<file path="config.mk">
export PLATFORM = sky130hd
export DESIGN_NAME = larpix_v3_digital_core
export DESIGN_NICKNAME = d
export VERILOG_FILES = /design/src/rtl/larpix_v3_digital_core.sv
export SDC_FILE = /design/constraint.sdc
export NUM_CORES = 2
export LEC_CHECK = 0
export CAP_MARGIN = 20
export CELL_PAD_IN_SITES_DETAIL_PLACEMENT = 0
export CELL_PAD_IN_SITES_GLOBAL_PLACEMENT = 1
export CORE_MARGIN = 5
export CORE_UTILIZATION = 40
export CTS_CLUSTER_DIAMETER = 120
export DETAILED_ROUTE_END_ITERATION = 8
export PLACE_DENSITY_LB_ADDON = 0.08
export SLEW_MARGIN = 20
export SYNTH_ARGS = -nofsm -noshare
export SYNTH_HDL_FRONTEND = slang
export SYNTH_SLANG_ARGS = --single-unit
</file>
<file path="constraint.sdc">
create_clock -name clk -period 13.28 [get_ports clk]
set_clock_uncertainty 0.15 [all_clocks]
set_input_delay 2.656 -clock clk [delete_from_list [all_inputs] [get_ports clk]]
set_output_delay 2.656 -clock clk [all_outputs]
set_load 0.02 [all_outputs]
</file>
<file path="src/rtl/larpix_v3_digital_core.sv">
// larpix_v3_digital_core
// Digital core of one LArPix-v3 pixel ASIC.
//   - Serial config RX on the ANDed posi lanes (start 0, 64 data bits LSB
//     first, stop 1, one bit per clk) into a 256 x 8 register file.
//   - External trigger path, gated by reg1[0]. Each accepted trigger emits a
//     one-cycle digital_monitor pulse and queues a timestamped data packet.
//   - Outbound FIFO that serializes onto the piso lanes enabled in reg2[3:0].
// Ports:
//   clk              rising-edge clock
//   reset_n          synchronous active-low reset
//   posi[3:0]        UART RX lanes, idle high, ANDed together
//   external_trigger asynchronous trigger input, active high
//   piso[3:0]        UART TX lanes, idle high
//   digital_monitor  one-cycle pulse per accepted trigger
module larpix_v3_digital_core #(
   parameter int WIDTH      = 64,
   parameter int WORDWIDTH  = 8,
   parameter int REGNUM     = 256,
   parameter int FIFO_DEPTH = 8,
   parameter int FIFO_BITS  = 3,
   parameter int TS_BITS    = 24
) (
   input  logic       clk,
   input  logic       reset_n,
   input  logic [3:0] posi,
   input  logic       external_trigger,
   output logic [3:0] piso,
   output logic       digital_monitor
);

   // ---------------- RX ----------------
   logic             rx_s1, rx_s2, rx_prev, rx_busy, pkt_vld;
   logic [6:0]       rx_cnt;
   logic [WIDTH-1:0] rx_shift, pkt;

   always_ff @(posedge clk) begin
      if (!reset_n) begin
         rx_s1 <= 1'b1; rx_s2 <= 1'b1; rx_prev <= 1'b1;
         rx_busy <= 1'b0; rx_cnt <= '0; rx_shift <= '0;
         pkt_vld <= 1'b0; pkt <= '0;
      end else begin
         rx_s1   <= &posi;
         rx_s2   <= rx_s1;
         rx_prev <= rx_s2;
         pkt_vld <= 1'b0;
         if (!rx_busy) begin
            // cycle in which the synchronized line falls is the start bit
            if (rx_prev && !rx_s2) begin
               rx_busy <= 1'b1;
               rx_cnt  <= '0;
            end
         end else if (rx_cnt < 7'(WIDTH)) begin
            rx_shift <= {rx_s2, rx_shift[WIDTH-1:1]};
            rx_cnt   <= rx_cnt + 7'd1;
         end else begin
            rx_busy <= 1'b0;
            if (rx_s2) begin       // stop bit present, else drop the frame
               pkt_vld <= 1'b1;
               pkt     <= rx_shift;
            end
         end
      end
   end

   // ---------------- register file ----------------
   logic [WORDWIDTH-1:0] regs [REGNUM];
   logic                 ovf;
   logic [7:0]           addr, rd_data;
   logic                 pkt_ok, cfg_wr, cfg_rd;

   assign addr    = pkt[17:10];
   assign pkt_ok  = pkt_vld && (^pkt) && (pkt[9:2] == regs[0] || pkt[9:2] == 8'hFF);
   assign cfg_wr  = pkt_ok && (pkt[1:0] == 2'b10);
   assign cfg_rd  = pkt_ok && (pkt[1:0] == 2'b11);
   // reg3 is the read-only overflow flag, never stored in the array
   assign rd_data = (addr == 8'd3) ? {7'b0, ovf} : regs[addr];

   always_ff @(posedge clk) begin
      if (!reset_n) begin
         for (int i = 0; i < REGNUM; i++) regs[i] <= '0;
         regs[0] <= 8'h01;
         regs[2] <= 8'h0F;
      end else if (cfg_wr && addr != 8'd3) begin
         regs[addr] <= pkt[25:18];
      end
   end

   // ---------------- timestamp + trigger ----------------
   logic [TS_BITS-1:0] ts;
   logic               tr_s1, tr_s2, tr_prev, trig_acc;

   assign trig_acc = tr_s2 && !tr_prev && regs[1][0];

   always_ff @(posedge clk) begin
      if (!reset_n) begin
         ts <= '0;
         tr_s1 <= 1'b0; tr_s2 <= 1'b0; tr_prev <= 1'b0;
         digital_monitor <= 1'b0;
      end else begin
         ts      <= ts + TS_BITS'(1);
         tr_s1   <= external_trigger;
         tr_s2   <= tr_s1;
         tr_prev <= tr_s2;
         digital_monitor <= trig_acc;
      end
   end

   // outbound packets; bit 63 makes total parity odd
   logic [62:0]      trig_body, reply_body;
   logic [WIDTH-1:0] trig_pkt, reply_pkt;

   assign trig_body  = {13'b0, 2'b10, 8'b0, ts, 6'h3F, regs[0], 2'b01};
   assign trig_pkt   = {~^trig_body, trig_body};
   assign reply_body = {37'b0, rd_data, addr, regs[0], 2'b11};
   assign reply_pkt  = {~^reply_body, reply_body};

   // ---------------- FIFO write arbitration ----------------
   // Reply wins the single write port; a colliding trigger waits one cycle
   // in the pending slot. A trigger that finds the slot occupied is lost.
   logic             pend_vld, pend_vld_nxt, wr_en, lost;
   logic [WIDTH-1:0] pend_pkt, pend_pkt_nxt, wr_data;

   always_comb begin
      wr_en = 1'b0; wr_data = reply_pkt; lost = 1'b0;
      pend_vld_nxt = pend_vld; pend_pkt_nxt = pend_pkt;
      if (cfg_rd) begin
         wr_en = 1'b1;
         if (trig_acc) begin
            if (pend_vld) lost = 1'b1;
            else begin pend_vld_nxt = 1'b1; pend_pkt_nxt = trig_pkt; end
         end
      end else if (pend_vld) begin
         wr_en = 1'b1; wr_data = pend_pkt; pend_vld_nxt = 1'b0;
         if (trig_acc) begin pend_vld_nxt = 1'b1; pend_pkt_nxt = trig_pkt; end
      end else if (trig_acc) begin
         wr_en = 1'b1; wr_data = trig_pkt;
      end
   end

   logic [WIDTH-1:0] mem [FIFO_DEPTH];
   logic [FIFO_BITS:0] wr_ptr, rd_ptr;
   logic             full, empty, pop;

   assign empty = (wr_ptr == rd_ptr);
   assign full  = (wr_ptr[FIFO_BITS] != rd_ptr[FIFO_BITS]) &&
                  (wr_ptr[FIFO_BITS-1:0] == rd_ptr[FIFO_BITS-1:0]);

   always_ff @(posedge clk) begin
      if (wr_en && !full) mem[wr_ptr[FIFO_BITS-1:0]] <= wr_data;
   end

   always_ff @(posedge clk) begin
      if (!reset_n) begin
         wr_ptr <= '0; rd_ptr <= '0; ovf <= 1'b0;
         pend_vld <= 1'b0; pend_pkt <= '0;
      end else begin
         pend_vld <= pend_vld_nxt;
         pend_pkt <= pend_pkt_nxt;
         if (wr_en && !full) wr_ptr <= wr_ptr + (FIFO_BITS+1)'(1);
         if (pop)            rd_ptr <= rd_ptr + (FIFO_BITS+1)'(1);
         if ((wr_en && full) || lost) ovf <= 1'b1;
      end
   end

   // ---------------- TX ----------------
   typedef enum logic {TX_IDLE, TX_SEND} tx_state_t;
   tx_state_t        state, state_nxt;
   logic [6:0]       tx_cnt;      // 0 start, 1..64 data, 65 stop
   logic [WIDTH-1:0] tx_shift;
   logic [3:0]       tx_lanes;    // lane enables latched per frame
   logic             line_bit;

   always_comb begin
      state_nxt = state; pop = 1'b0; line_bit = 1'b1;
      if (state == TX_IDLE) begin
         // the idle cycle doubles as the mandatory gap between frames
         if (!empty) begin pop = 1'b1; state_nxt = TX_SEND; end
      end else begin
         if (tx_cnt == 7'd0)            line_bit = 1'b0;
         else if (tx_cnt <= 7'(WIDTH))  line_bit = tx_shift[0];
         else                           state_nxt = TX_IDLE;
      end
   end

   always_ff @(posedge clk) begin
      if (!reset_n) begin
         state <= TX_IDLE; tx_cnt <= '0; tx_shift <= '0;
         tx_lanes <= '0; piso <= 4'hF;
      end else begin
         state <= state_nxt;
         if (pop) begin
            tx_shift <= mem[rd_ptr[FIFO_BITS-1:0]];
            tx_cnt   <= '0;
            tx_lanes <= regs[2][3:0];
         end else if (state == TX_SEND) begin
            tx_cnt <= tx_cnt + 7'd1;
            if (tx_cnt != 7'd0) tx_shift <= tx_shift >> 1;
         end
         piso <= ~tx_lanes | {4{line_bit}};
      end
   end

endmodule

</file>
==> impl_metrics.csv <==
group,metric,value,unit
timing,crit_share_post_route,51.93,%
synth,postSynthCellCount,8371,
global_route,antenna_found_initial,18,
final_layout,postLayoutCoreUtil,45.10,%
timing,slew_violations,0,
min_path,min_delay_path_depth,1,
floorplan,die_width,547.9,microns
final_layout,final_cells,12282,
flow_run,maxcap_viol_count,0,
final_layout,fillers,25757,
clocking,post_cts_resize_count,0,
synth,synth_top_area_share,61.85,%
synth,postSynth.asyncResetShare,0,%
clocking,clkLatencyLatePin,0.94,ns
synth,synth.lib_cells_used.distinct,71,
synth,synth_seq_area_share,67.09,%
synth,ys_ff_latch,2687,
route,dr_vias,73321,
route,detail_route.iter0.violations,9459,
placed_design,post-place-ws,5.718,ns
pwr,pwr_density_cell,146.0,nW/um^2
synth,syn_avg_cell_area,13.83,sq um
floorplan,die_area,300200,sq um
route,detail_route.drc_violations,0,
clocking,root_buffer,"clkbuf_16",
synth,yosysWarningCount,0,
placed_design,placed_cells,11719,
synth,synth-edff-count,2384,
clocking,cts_setup_buffers,0,
worst_setup_path,crit_path_start_kind,"flop",
timing,final_period_minus_worst_setup_slack,6.896,ns
floorplan,core,288100,sq um
placed_design,hpwl,261700,microns
timing,max_clock_freq,0.1450,GHz
timing,unrepaired_setup_endpoints_after_global_routing,"false",
worst_setup_path,rr_endpoint,"regs[183][0]$_SDFFCE_PN0P_",
route,totalWireLength,412100,microns
worst_setup_path,cp_max_fanout,72,
worst_setup_path,number_of_cell_instances_on_the_worst_register_to_register_path,13,
synth,postSynth.topFlopCell,"edfxtp_1",
worst_setup_path,crit_path_end_kind,"flop",
timing,fin_tns_setup,0,ns
placed_design,place_congestion,0.8817,
timing,timing.final.ws_setup,6.384,ns
min_path,holdCritStartpoint,"tx_lanes[2]$_SDFFE_PN0P_",
global_route,globalRoute.totalOverflow,0,
pwr,ir_drop,0.1027,mV
pwr,total_leakage_power,41.44,nW
min_path,min_delay_worst_endpoint,"piso[2]$_SDFF_PN1_",
floorplan,floorplan.initialDensity,40.17,%
route,firstDrtPassIters,5,
min_path,hp-class,"reg2reg",
clocking,holdBufCountCts,0,
worst_setup_path,timing.rr.start,"pkt[17]$_SDFFE_PN0P_",
synth,synth_top_cells_by_area,"edfxtp_1 62%, mux4_2 12%, nor2_1 6.3%",
timing,setup_viol,0,
clocking,tritoncts_num_sinks,2687,
worst_setup_path,critPathKind,"reg2reg",
worst_setup_path,cp_data_arrival_time,7.29,ns
clocking,cts.reportedPaths.clkPinSlew,0.06,ns
clocking,cts_tree,"built",
floorplan,number_of_cell_rows,197,
floorplan,design.portCount,12,
synth,synth_top_area_cell,"edfxtp_1",
synth,synth_area,115700,sq um
route,drt-wirelength-per-cell,33.56,microns
worst_setup_path,rrSetupSlack,6.38,ns
synth,post_synth_most_frequent_cells,"2384 x edfxtp_1, 1949 x nor2_1, 769 x nand2_1",
final_layout,layout-area-overhead-vs-synth,12.28,%
floorplan,die_h,547.9,microns
worst_setup_path,cp-startpoint,"pkt[17]$_SDFFE_PN0P_",
clocking,clock_path_buffers,4,
route,final_antenna_net_count,0,
clocking,cts_made_buffers,305,
clocking,cts-htree-levels,5,
global_route,global_route.usage.total,26.95,%
route,route.detailed.vias_per_inst,5.970,
placed_design,io_buffer_count,11,
timing,final_hold_viol_count,0,
synth,synthesis.nets,8404,
global_route,first_global_vias,71332,
global_route,wire_length_of_the_first_global_routing_pass,573100,microns
global_route,grt_start_max_net_pins,107,
timing,final_hold_slack,0.2403,ns
final_layout,nets,8285,
timing,slew-limit-headroom,16.32,%
timing,worstMarginPinSlew,1.246,ns
status,outcome,"finished clean",
synth,yosysMostFrequentCell,"edfxtp_1",
worst_setup_path,worst-endpoint-required,13.67,ns
final_layout,final_layout_size_suffix_gt1_share,17.45,%
worst max-delay path by stage:
| stage | to | slack [ns] |
|---|---|---|
| after global routing | regs[183][5]$_SDFFCE_PN0P_ | 6.09 |
| after global placement | regs[188][0]$_SDFFCE_PN0P_ | 5.91 |
| after detailed placement | regs[188][0]$_SDFFCE_PN0P_ | 5.72 |
| after CTS | regs[188][3]$_SDFFCE_PN0P_ | 6.36 |
| final | regs[183][0]$_SDFFCE_PN0P_ | 6.38 |
| after floorplan | mem[0][0]$_DFFE_PP_ | 7.20 |
worst max-delay path, cell delays in order, from the launching register on:
cell and delay [ns]:
dfxtp_1 0.73, inv_1 0.31, ha_1 0.37, xnor2_1 0.15
xnor2_1 0.60, xnor2_1 0.18, xnor2_1 0.16, xnor3_1 0.30
nor4b_4 0.22, buf_4 0.45, and3_1 0.79, nand2_4 0.59
buf_4 0.54, o21ai_0 0.88
cells in the final DEF (no fill, tap or decap), drive strengths merged, types with 26 or more instances in the layout:
cell type | netlist | final
bufinv | 0 | 30
clkinv | 0 | 117
o22ai | 44 | 44
clkbuf | 529 | 386
nor3 | 375 | 375
nand3 | 37 | 37
inv | 26 | 33
o221ai | 31 | 31
mux2i | 162 | 162
xor2 | 26 | 26
ha | 26 | 26
dfxtp | 303 | 303
buf | 176 | 266
o21ai | 204 | 204
a211oi | 53 | 53
mux4 | 608 | 608
xnor2 | 92 | 92
edfxtp | 2384 | 2384
nor2 | 1957 | 1957
nand2 | 798 | 798
a21oi | 258 | 258
a22oi | 41 | 41
mux2 | 40 | 40
state kept, by name, indices dropped and copies added, names as in the netlist, 4 cells and up, named ones only:
signal    flops
regs       2048
mem         336
pkt          64
rx_shift     64
tx_shift     64
pend_pkt     34
ts           24
rx_cnt        7
tx_cnt        7
piso          4
rd_ptr        4
tx_lanes      4
wr_ptr        4
where the power goes:
group          internal [mW]  total [mW]  switching, mW
logic                  0.316       0.868          0.553
registers               9.41        9.56          0.142
clock network           5.04        8.55           3.51
total                   14.8        19.0           4.21
metal layers:
metal  GRT usage [%]  vias to the layer above  part of all wire (%)
li1                -                    30683                     -
met1           37.68                    38483                    41
met2           41.57                     3485                    46
met3           6.093                      664                   9.1
met4           9.688                        6                   4.1
met5               0                        -                 0.012
through the flow:
| step | cell area [sq um] | power, mW |
|---|---|---|
| 2_1_floorplan | 115700 | 10.27 |
| 3_3_place_gp | 119900 | 10.60 |
| 3_5_place_dp | 119900 | 10.61 |
| 4_1_cts | 129900 | 19.12 |
| 5_1_grt | 129900 | 19.54 |
| 6_report | 130000 | 18.97 |
cell families after synthesis:
group / Yosys count / share of synthesized area, %
AND/OR/NAND/NOR: 3277 / 11.45
adder cells (fa/ha/maj): 26 / 0.2811
flip-flops: 2687 / 67.09
buffers and inverters: 731 / 2.841
AO/OA/AOI/OAI: 718 / 3.711
multiplexers: 810 / 13.65
XOR/XNOR: 122 / 0.9707
layout make-up:
type / instances / area, sq um / share of cell area [%]
flip-flops and latches: 2687 / 77680 / 59.77
multi-input cells: 4953 / 35190 / 27.08
clock buffers: 383 / 8351 / 6.426
well taps: 3781 / 4731 / 3.640
repair buffers: 279 / 2230 / 1.716
clock inverters: 164 / 1644 / 1.265
inverters: 26 / 110.1 / 0.08472
diodes: 9 / 22.52 / 0.01733
No activity file was read; power rests on OpenSTA's default activity.
